<file path="config.mk">
export PLATFORM = sky130hd
export DESIGN_NAME = tis_any_reader
export DESIGN_NICKNAME = d
export VERILOG_FILES = /design/src/rtl/tis_any_reader.sv
export SDC_FILE = /design/constraint.sdc
export NUM_CORES = 1
export LEC_CHECK = 0
export BUFFER_PORTS_ARGS = -buffer_cell sky130_fd_sc_hd__buf_2
export CORE_MARGIN = 4
export CORE_UTILIZATION = 30
export DETAILED_ROUTE_END_ITERATION = 7
export SLEW_MARGIN = 20
export SYNTH_ARGS = -nofsm -noshare
export SYNTH_HDL_FRONTEND = slang
export SYNTH_SLANG_ARGS = --single-unit
</file>
<file path="constraint.sdc">
create_clock -name clk -period 1.9 [get_ports clk]
set_input_delay 0.285 -clock clk [delete_from_list [all_inputs] [get_ports clk]]
set_output_delay 0.285 -clock clk [all_outputs]
set_load 0.01 [all_outputs]
</file>
<file path="src/rtl/tis_any_reader.sv">
// tis_any_reader: multi-channel read port for a TIS node.
// Serves one read per accepted request from a specific channel, from ANY
// channel (fixed priority or round-robin), from the LAST channel won by ANY,
// or resolves it to NIL (returns 0 without touching any channel).
//
// state | meaning
// ------+----------------------------------------------------------
// IDLE  | ready for a request (req_ready = 1)
// WAIT  | request latched, waiting for the target/any channel valid
// RESP  | rsp_valid pulse, result on rsp_data/rsp_chan
module tis_any_reader #(
    parameter int CHANNELS = 4,
    parameter int DATA_W   = 11,
    parameter int RR_MODE  = 0,
    localparam int CW      = (CHANNELS > 2) ? $clog2(CHANNELS) : 1
) (
    input  logic                       clk,
    input  logic                       rst_n,
    input  logic                       req_valid,
    output logic                       req_ready,
    input  logic [1:0]                 req_mode,
    input  logic [CW-1:0]              req_chan,
    input  logic [CHANNELS-1:0]        in_valid,
    input  logic [CHANNELS*DATA_W-1:0] in_data,
    output logic [CHANNELS-1:0]        in_ready,
    output logic                       rsp_valid,
    output logic [DATA_W-1:0]          rsp_data,
    output logic [CW-1:0]              rsp_chan,
    output logic                       last_valid,
    output logic [CW-1:0]              last_chan
);

    typedef enum logic [1:0] {
        ST_IDLE,
        ST_WAIT,
        ST_RESP
    } state_t;

    localparam logic [1:0] M_SPEC = 2'd0;
    localparam logic [1:0] M_ANY  = 2'd1;
    localparam logic [1:0] M_LAST = 2'd2;
    localparam logic [1:0] M_NIL  = 2'd3;

    state_t            state_q;
    state_t            state_d;
    logic              accept;
    logic              req_nil;
    logic              any_q;
    logic [CW-1:0]     chan_q;
    logic [CW-1:0]     rr_ptr;
    logic              any_hit;
    logic [CW-1:0]     any_idx;
    logic [CW:0]       scan_idx;
    logic [CW-1:0]     sel_idx;
    logic              sel_hit;
    logic              xfer;
    logic [DATA_W-1:0] chan_data [CHANNELS];

    for (genvar k = 0; k < CHANNELS; k++) begin : g_unpack
        assign chan_data[k] = in_data[k*DATA_W +: DATA_W];
    end

    assign accept  = req_valid && (state_q == ST_IDLE);
    assign req_nil = (req_mode == M_NIL)
                  || ((req_mode == M_SPEC) && (32'(req_chan) >= 32'(CHANNELS)))
                  || ((req_mode == M_LAST) && !last_valid);

    // ANY grant: scan channels starting at rr_ptr (round-robin) or 0 (fixed),
    // wrapping modulo CHANNELS; first valid channel wins.
    always_comb begin
        any_hit  = 1'b0;
        any_idx  = '0;
        scan_idx = '0;
        for (int k = 0; k < CHANNELS; k++) begin
            scan_idx = (RR_MODE != 0) ? ({1'b0, rr_ptr} + (CW+1)'(k)) : (CW+1)'(k);
            if (scan_idx >= (CW+1)'(CHANNELS)) begin
                scan_idx = scan_idx - (CW+1)'(CHANNELS);
            end
            if (!any_hit && in_valid[scan_idx[CW-1:0]]) begin
                any_hit = 1'b1;
                any_idx = scan_idx[CW-1:0];
            end
        end
    end

    // Specific and LAST reads share the latched channel; ANY uses the live grant.
    assign sel_idx = any_q ? any_idx : chan_q;
    assign sel_hit = any_q ? any_hit : in_valid[chan_q];
    assign xfer    = (state_q == ST_WAIT) && sel_hit;

    // One-hot consume strobe, only while waiting and only on the selected channel.
    always_comb begin
        in_ready = '0;
        if (xfer) begin
            in_ready[sel_idx] = 1'b1;
        end
    end

    // State register.
    always_ff @(posedge clk) begin
        if (!rst_n) begin
            state_q <= ST_IDLE;
        end else begin
            state_q <= state_d;
        end
    end

    // Next-state and handshake outputs.
    always_comb begin
        state_d   = state_q;
        req_ready = 1'b0;
        rsp_valid = 1'b0;
        case (state_q)
            ST_IDLE: begin
                req_ready = 1'b1;
                if (accept) begin
                    state_d = req_nil ? ST_RESP : ST_WAIT;
                end
            end
            ST_WAIT: begin
                if (xfer) begin
                    state_d = ST_RESP;
                end
            end
            ST_RESP: begin
                rsp_valid = 1'b1;
                state_d   = ST_IDLE;
            end
            default: state_d = ST_IDLE;
        endcase
    end

    // Request latch, result registers and ANY bookkeeping (LAST, rr_ptr).
    always_ff @(posedge clk) begin
        if (!rst_n) begin
            any_q      <= 1'b0;
            chan_q     <= '0;
            rsp_data   <= '0;
            rsp_chan   <= '0;
            last_valid <= 1'b0;
            last_chan  <= '0;
            rr_ptr     <= '0;
        end else begin
            if (accept) begin
                any_q  <= (req_mode == M_ANY);
                chan_q <= (req_mode == M_LAST) ? last_chan : req_chan;
                if (req_nil) begin
                    rsp_data <= '0;
                    rsp_chan <= '0;
                end
            end
            if (xfer) begin
                rsp_data <= chan_data[sel_idx];
                rsp_chan <= sel_idx;
                if (any_q) begin
                    last_valid <= 1'b1;
                    last_chan  <= any_idx;
                    rr_ptr     <= (any_idx == CW'(CHANNELS - 1)) ? '0 : any_idx + CW'(1);
                end
            end
        end
    end

endmodule

</file>
-- Word-level counts from Yosys, hierarchy flattened
Cells that the tools add are included.
W data, S select, Z words.
- equality and inequality tests: 7
- muxes and demuxes: 30
- bitwise gates (word level): 1
- $lt $le $gt $ge: 4
- reduce and logical (&&, ||, !) cells: 18
- operators by type and width (operator ; count):
    $mux W11 ; 5
    $bmux W11 S2 ; 1
    $mux W2 ; 10
    $mux W1 ; 10
    $logic_and A1 B1 Y1 ; 7
    $eq A2 B2 Y1 const B ; 3
    $lt A2 B3 Y1 const B ; 2
    $reduce_and A2 Y1 ; 3
    $eq A2 B1 Y1 const B ; 2
    $logic_not A1 Y1 ; 4
    $mux W4 ; 1
    $ne A2 B2 Y1 const B ; 2
    $pmux W2 S2 ; 1
    $reduce_bool A2 Y1 ; 2
    $ge A3 B3 Y1 const B ; 1
    $not A2 Y3 ; 1
    $bmux W1 S2 ; 1
    $demux W1 S2 ; 1
    $ge A2 B1 Y1 const B ; 1
    $logic_not A2 Y1 ; 1
    $logic_or A1 B1 Y1 ; 1
- register bits after elaboration: 21

-- Longest topological paths before layout
Gate-level depths: netlist of run 1.
- depth after elaboration: 16
- gate-level depth with buffers: 8
- depth with buffers taken out: 5

-- Least setup slack after synthesis of run 1
OpenSTA, ideal clock, no wires.
- path kind: reg-to-output
- start: reg chan_q[0]
- end: out in_ready[2]
- data required time: 1.615 ns
- data arrival time: 1.513 ns
- buffers on the path: 1
- slack: 0.102 ns
- cell stages (with the launch flop): 6
- path through: dfxtp_1 -> buf_4 -> mux2i_1 -> a221oi_4 -> nand2_1 -> nor3_1
- longest elaborated chain between the ends: 6
- elaborated cells between the ends (all ways): 11
- classes of those cells: order compare (2); mux (7); reduce/logical (2)
- RTL lines (what ; RTL line ; RTL):
    start: declaration ; 49 ; logic [CW-1:0] chan_q;
    start signal: assignment ; 146 ; chan_q <= (req_mode == M_LAST) ? last_chan : req_chan;
    $mux W2 ; 87 ; assign sel_idx = any_q ? any_idx : chan_q;
    $lt A2 B3 Y1 (not written as such) or $ge A2 B1 Y1 (tied branches) ; 95 ; in_ready[sel_idx] = 1'b1;
    $logic_and A1 B1 Y1 (not written as such) ; 95 ;
    $mux W1 (not written as such) ; 95 ;
    $demux W1 S2 ; 95 ;
    $mux W4 * ; 94 ; if (xfer) begin
    end: declaration ; 25 ; output logic [CHANNELS-1:0] in_ready,
Every way passes the cells marked *; elsewhere a longest branch is shown, timed or not. The select of a mux whose other input is x is not followed.

-- Final worst setup path of run 1
- start: reg chan_q[0]
- end: out in_ready[0]
The elaborated chain is that of the path after synthesis.

==> qor.yml, run 1 <==
cts_tree: "yes"
grt_max_degree: 13
antenna_found_initial: 0
yosysUniqueCellTypes: 32
cts_sinks: 21
maxCapViolCount: 0
hold_viol: 0
worst_setup_path_end_kind: "primary output"
cts_buffers: 3
period_share_pct: 95.7
area_growth_pct: 47.6
syn_inst: 145
ant_nets: 0
place_area_mm2: 0.00178
r2r-start: "chan_q[0]"
clock_skew_ps: 6.07
hold_path.startpoint: "req_mode[0]"
worst_pin_slew_ps: 498
drc: 0
drv_slew: 0
drt-total-wl_um: 3720
design_area_mm2: 0.00192
clk_pin_slew_worst_paths_ps: 80
io_pins: 77
worstReg2RegEnd: "rsp_data[0]"
nFillCells: 432
p_leak_nw: 0.989
total_power_mw: 1.09
required_ps: 1620
async_flop_share_pct: 0
die_x_um: 73.9
die_h_um: 73.9
min_path_type: "primary input to flop"
drt-initial-drc-count: 31
start_kind: "flop"
vias_per_cell: 4.87
whs_path_depth: 3
cp.arrival_ps: 1530
ys_warn_count: 0
setup_ws_ps: 82.1
syn_nets: 200
seq_area_frac_synth_pct: 32.3
die_area_mm2: 0.00546
clk_latency_ps: 260
overflow: 0
relSlewSlack_pct: 66.1
hold_path_end: "any_q"
dp_hpwl_um: 2970
numPortBuffers: 76
power_density_mw_per_mm2: 568
vias: 1373
postCtsHoldBufs: 0
cp_max_fo: 4
synthTopCellsByCount: "mux2i_1 (26), dfxtp_1 (21), nand2_1 (18)"
syn_avg_cell_area_um2: 8.98
synthFlopType: "dfxtp_1"
pre_cts_ws_ps: 139
antenna_cells: 0
wl_per_cell_um: 13.2
synth_area_mm2: 0.00130
r2r.worst_path.cells: 7
clock_power_share_pct: 27.0
gp_congestion: 0.807
p_seq_share_pct: 43.1
internal-power_mw: 0.772
synth_most_common_cell: "mux2i_1"
ir_drop_v: 0.000389
fin_crit_ps: 1820
fin_nets: 288
drive_above_1_share_pct: 48.3
grt_pass1_wl_um: 5820
ys_seq_elements: 21
synth_area_leader_cell: "dfxtp_1"
core_mm2: 0.00409
root_buffer: "clkbuf_8"
power.share.switching_pct: 29.3
rows: 23
fmax_mhz: 550
share_comb_of_total_power_pct: 30.0
grt_pass1_vias: 1303
synth_area_leaders: "dfxtp_1 (32%), mux2i_1 (20%), nand2_1 (5.2%)"
finalSetupViolations: 0
switchingPower_mw: 0.320
synth_top_area_share_pct: 32.3
status: "finished clean"
drt_first_pass_iters: 4
r2r_slack_ps: 160
critPathKind: "flop to primary output"
track_usage_pct: 13.4
synth_edf_count: 0
htreeDepth: 1
clockBufferDepth: 2
start_util_pct: 31.9
==> power groups by stage <==
stage,registers (mW),clock network [mW],logic (mW)
2_1_floorplan,0.481,0,0.185
3_3_place_gp,0.480,0,0.303
3_5_place_dp,0.480,0,0.306
4_1_cts,0.470,0.304,0.308
5_1_grt,0.473,0.323,0.361
6_report,0.470,0.294,0.327
==> worst max-delay path: stages, from the launching register on <==
cell	delay (ps)
dfxtp_2	340
mux2i_4	190
a221oi_4	310
buf_6	160
nand2_4	50
nor2_1	80
buf_2	140
==> kinds of logic (layout without fill, tap and decap cells) <==
group           count (synthesis)  in the layout  share of synthesized area, %
simple gates                   54             54                          21.1
buf+inv                         9             96                          3.84
flops                          21             21                          32.3
mux                            29             29                          23.4
compound gates                 32             32                          19.3
==> area by class of cell <==
cell class	instances	area [um^2]	share of cell area [%]
Inverter	2	7.51	0.391
Timing Repair Buffer	90	499	26.0
Multi-Input combinational cell	115	881	45.8
Clock buffer	4	45.0	2.34
Tap cell	50	62.6	3.26
Sequential cell	21	427	22.2
==> cell usage in the layout (no fill, tap or decap), types with 2 or more instances in the layout <==
cell type,n
o221ai_1,4
nor3_2,2
a22o_1,6
mux2i_4,2
buf_4,12
o21ai_1,2
nand3_1,5
mux2_2,2
o21a_1,3
dfxtp_1,18
clkbuf_8,3
nand2_1,16
nor2b_1,3
buf_2,75
nor2_1,11
a211oi_1,2
and3_1,2
nand2b_1,3
dfxtp_2,2
inv_1,2
a21oi_1,10
mux2i_1,25
buf_6,3
==> what timing repair did <==
item	4_1_cts	5_1_grt
pin swaps	0	5
buffers inserted	0	5
resized for setup	3	14
setup endpoints to repair	4	4
hold endpoints to repair	0	0
==> stage by stage <==
| stage | std cells | TNS (ps) | hold WS (ps) | util [%] |
|---|---|---|---|---|
| finish | 282 | 0 | 298 | 47.0 |
| global placement | 273 | 0 | 430 | 43.5 |
| detailed placement | 273 | 0 | 437 | 43.5 |
| floorplan | 145 | 0 | 451 | - |
| CTS | 277 | 0 | 297 | 44.8 |
| global route | 282 | -58.9 | 310 | 47.0 |
==> how the worst max path moves through the flow <==
stage / endpoint / startpoint / slack, ps / cells after the start
detailed placement: rsp_data[1] / in_valid[2] / 140 / 7
global route: in_ready[2] / chan_q[0] / -40 / 5
floorplan: in_ready[2] / chan_q[0] / 100 / 5
finish: in_ready[0] / chan_q[0] / 80 / 6
CTS: in_ready[1] / chan_q[0] / 3 / 6
global placement: rsp_data[2] / in_valid[2] / 140 / 7
==> routing by layer <==
metal / track usage, % / share of wire, % / up-vias
met5: 0 / 0 / -
met4: 1.21 / 0.64 / 0
met3: 4.10 / 7.5 / 4
met2: 22.1 / 50 / 41
met1: 17.7 / 42 / 623
li1: - / - / 705
==> registers in the layout, indices dropped and copies added, names as in the netlist <==
| signal | cells |
|---|---|
| last_chan | 2 |
| chan_q | 2 |
| rsp_chan | 2 |
| any_q | 1 |
| last_valid | 1 |
| rsp_data | 11 |
| state_q | 2 |
Power figures use the tool's default switching activity.
==> inputs of run 2 (changes only) <==
--- a/config.mk
+++ b/config.mk
@@ -6,6 +6,7 @@
 export NUM_CORES = 1
 export LEC_CHECK = 0
 export BUFFER_PORTS_ARGS = -buffer_cell sky130_fd_sc_hd__buf_2
+export CORE_ASPECT_RATIO = 0.6
 export CORE_MARGIN = 4
 export CORE_UTILIZATION = 30
 export DETAILED_ROUTE_END_ITERATION = 7
==> qor.yml, run 2 (synthesis gave the netlist of run 1 again) <==
hold_viol: 0
htreeDepth: 1
die_area_mm2: 0.00549
drc: 0
antenna_found_initial: 0
worst_setup_path_end_kind: "primary output"
power_density_mw_per_mm2: 566
area_growth_pct: 50.0
track_usage_pct: 14.3
grt_pass1_vias: 1390
fmax_mhz: 544
grt_pass1_wl_um: 6220
die_h_um: 59.0
cts_sinks: 21
maxCapViolCount: 0
drt_first_pass_iters: 4
nFillCells: 436
required_ps: 1620
fin_crit_ps: 1840
pre_cts_ws_ps: 142
final_common_cell: "buf_2"
clk_latency_ps: 260
io_pins: 77
postCtsHoldBufs: 0
p_leak_nw: 1.01
ant_nets: 0
grt_max_degree: 19
fin_nets: 291
critPathKind: "flop to primary output"
drv_slew: 0
largest_reg_flops: 11
ff_latch_area_um2: 422
holdWs_ps: 311
die_x_um: 93.1
finalSetupViolations: 0
numPortBuffers: 76
drt-initial-drc-count: 52
start_kind: "flop"
vias: 1413
drive_above_1_share_pct: 48.5
cts_tree: "yes"
ir_drop_v: 0.000274
overflow: 0
clk_pin_slew_worst_paths_ps: 80
rows: 18
cp_max_fo: 4
period_share_pct: 96.8
start_util_pct: 31.4
dp_hpwl_um: 3110
gp_congestion: 0.821
clockBufferDepth: 2
core_mm2: 0.00414
top_register: "rsp_data"
r2r_slack_ps: 140
wl_per_cell_um: 13.3
status: "finished clean"
vias_per_cell: 4.79
worst_pin_slew_ps: 430
dp_cells: 283
relSlewSlack_pct: 71.1
multi_input_area_um2: 880
antenna_cells: 0
root_buffer: "clkbuf_8"
layout_common_cells: "buf_2 (76), mux2i_1 (24), dfxtp_1 (20)"
cts_buffers: 3
cp.arrival_ps: 1550
rsz0062_at_grt: "true"
setup_ws_ps: 61.2
min_path_type: "primary input to flop"
stdcell_count: 295
clock_skew_ps: 7.57
drt-total-wl_um: 3920
==> run 2: metrics by stage <==
stage	total power, mW	util [%]	area [um^2]	setup TNS [ps]
finish	1.11	47.1	1950	0
global placement	0.792	43.5	1800	0
detailed placement	0.795	43.5	1800	0
floorplan	0.666	-	1300	0
CTS	1.09	44.7	1850	0
global route	1.17	47.1	1950	-90.2
==> run 2: worst max-delay path, stage by stage (launching register included) <==
cell	delay, ps
dfxtp_2	340
mux2i_4	200
a221oi_4	320
buf_6	160
nand2_4	40
nor2_2	90
buf_2	140
==> run 2: path summary, 6_finish.rpt <==
path / startpoint / to / cells past startpoint
setup reg to reg: chan_q[0] / rsp_data[0] / 7
setup / recovery: chan_q[0] / in_ready[1] / 6
hold reg to reg: rsp_data[9] / rsp_data[9] / 2
hold / removal: req_mode[0] / any_q / 3
==> run 2: cell type report <==
cell class,count,share of cell area [%]
flip-flops and latches,21,21.6
inverters,2,0.384
well taps,60,3.84
clock buffers,4,2.31
repair buffers,93,26.8
multi-input cells,115,45.0
==> run 2: what timing repair did <==
| action | in CTS | in global routing |
|---|---|---|
| endpoints found under the setup margin | 2 | 4 |
| setup buffers | 0 | 8 |
| gates resized for setup | 2 | 10 |
| pin swaps | 1 | 5 |
==> run 2: per-layer routing <==
metal	share of wire, %	global-route usage, %	up-vias
met5	0	0	-
met4	0.97	4.38	0
met3	6.8	4.19	4
met2	45	21.0	44
met1	47	20.2	651
li1	-	-	714
==> run 2: power by group <==
group | total (mW) | internal, mW | switching [mW]
combinational | 0.344 | 0.175 | 0.169
sequential | 0.471 | 0.458 | 0.0129
clock | 0.291 | 0.149 | 0.142
total | 1.11 | 0.782 | 0.324
==> inputs of run 3 (changes only) <==
--- a/config.mk
+++ b/config.mk
@@ -7,7 +7,7 @@
 export LEC_CHECK = 0
 export BUFFER_PORTS_ARGS = -buffer_cell sky130_fd_sc_hd__buf_2
 export CORE_ASPECT_RATIO = 0.6
-export CORE_MARGIN = 4
+export CORE_MARGIN = 3
 export CORE_UTILIZATION = 30
 export DETAILED_ROUTE_END_ITERATION = 7
 export SLEW_MARGIN = 20
==> qor.yml, run 3 (synthesis gave the netlist of run 1 again) <==
status: "finished clean"
cp.arrival_ps: 1580
fin_crit_ps: 1860
p_leak_nw: 0.983
antenna_found_initial: 0
finalSetupViolations: 0
internal-power_mw: 0.774
dp_hpwl_um: 3160
overflow: 0
cpMaxStageDelayCell: "dfxtp_2"
drt-total-wl_um: 4000
rsz0062_at_grt: "true"
power_density_mw_per_mm2: 571
wl_per_cell_um: 13.9
die_h_um: 57.0
critPathKind: "flop to primary output"
worst_setup_path_end_kind: "primary output"
clockBufferDepth: 2
drive_above_1_share_pct: 47.8
gp_congestion: 0.772
io_pins: 77
root_buffer: "clkbuf_8"
core_mm2: 0.00391
fin_nets: 286
critical_path_buf_inv_count: 2
vias: 1343
power.share.switching_pct: 29.9
rows: 17
track_usage_pct: 15.2
ant_nets: 0
vias_per_cell: 4.68
htreeDepth: 1
crit_top_cell: "buf_6"
switchingPower_mw: 0.331
grt_pass1_wl_um: 6440
period_share_pct: 97.9
cp_slowest_stage_delay_ps: 340
layout_common_cells: "buf_2 (75), mux2i_1 (24), dfxtp_1 (19)"
die_area_mm2: 0.00519
hold_viol: 0
final_common_cell: "buf_2"
fmax_mhz: 537
clk_pin_slew_worst_paths_ps: 80
worst_pin_slew_ps: 492
start_kind: "flop"
drc: 0
postCtsHoldBufs: 0
cts_tree: "yes"
share_comb_of_total_power_pct: 30.7
start_util_pct: 33.3
final_util_pct: 49.5
required_ps: 1620
cts_buffers: 3
grt_pass1_vias: 1293
fin_setup_tns_ps: 0
numPortBuffers: 76
ir_drop_v: 0.000284
min_path_type: "primary input to flop"
cts_sinks: 21
top_register: "rsp_data"
clk_latency_ps: 260
clock_power_share_pct: 26.6
largest_reg_flops: 11
crit_path_cell_trace: "mux2i_4, a221oi_4, buf_6, nand2_4, nor2_4, buf_6"
drt-initial-drc-count: 43
drt_first_pass_iters: 4
maxCapViolCount: 0
clock_skew_ps: 2.27
area_growth_pct: 48.6
drv_slew: 0
relSlewSlack_pct: 66.9
antenna_cells: 0
grt_max_degree: 19
critical-path-top-delay-family: "flip-flops"
p_seq_share_pct: 42.7
cp_max_fo: 4
die_x_um: 91.1
## run 3: cell count changes in the layout (fill, tap and decap cells not counted), sizes merged
| cell | previous run | this run |
|---|---|---|
| buf | 93 | 88 |
## run 3: per-stage QoR
stage               power, mW  hold WS [ps]  setup slack [ps]  cell area, um^2  instances
floorplan               0.666           451               102             1300        145
global placement        0.792           449              57.2             1790        279
detailed placement      0.796           449              14.3             1790        279
CTS                      1.09           293              4.55             1850        284
global route             1.18           311             -56.9             1940        287
finish                   1.10           302              39.0             1940        287
## run 3: power by group through the flow
stage | sequential, mW | clock (mW) | combinational, mW
2_1_floorplan | 0.481 | 0 | 0.185
3_3_place_gp | 0.481 | 0 | 0.311
3_5_place_dp | 0.481 | 0 | 0.315
4_1_cts | 0.471 | 0.305 | 0.319
5_1_grt | 0.474 | 0.334 | 0.373
6_report | 0.472 | 0.294 | 0.339
## run 3: final cells by class
type,count,area (um^2)
Timing Repair Buffer,88,493
Fill cell,400,1980
Sequential cell,21,425
Inverter,2,7.51
Tap cell,57,71.3
Multi-Input combinational cell,115,893
Clock buffer,4,45.0
## run 3: repair_timing
item | 4_1_cts | 5_1_grt
gates resized for setup | 3 | 14
setup endpoints to repair | 4 | 4
pin swaps | 2 | 4
setup buffers | 1 | 3
## run 3: layer usage
| layer | global-route usage (%) | up-vias | wire length, um |
|---|---|---|---|
| met5 | 0 | - | 0 |
| met4 | 2.58 | 0 | 27 |
| met3 | 4.08 | 2 | 206 |
| met1 | 23.0 | 600 | 2040 |
| met2 | 21.8 | 37 | 1720 |
| li1 | - | 704 | - |
## run 3: path summary, 6_finish.rpt
| check | startpoint | endpoint | slack (ps) | cells past startpoint |
|---|---|---|---|---|
| setup / recovery | chan_q[0] | in_ready[0] | 40 | 6 |
| hold / removal | req_mode[0] | any_q | 300 | 3 |
| setup reg to reg | chan_q[0] | rsp_data[7] | 180 | 5 |
| hold reg to reg | rsp_data[9] | rsp_data[9] | 460 | 2 |
## run 3: tightest hold or removal path, cell delays in order
cell	delay, ps
buf_2	110
nand3b_1	70
a21oi_1	60
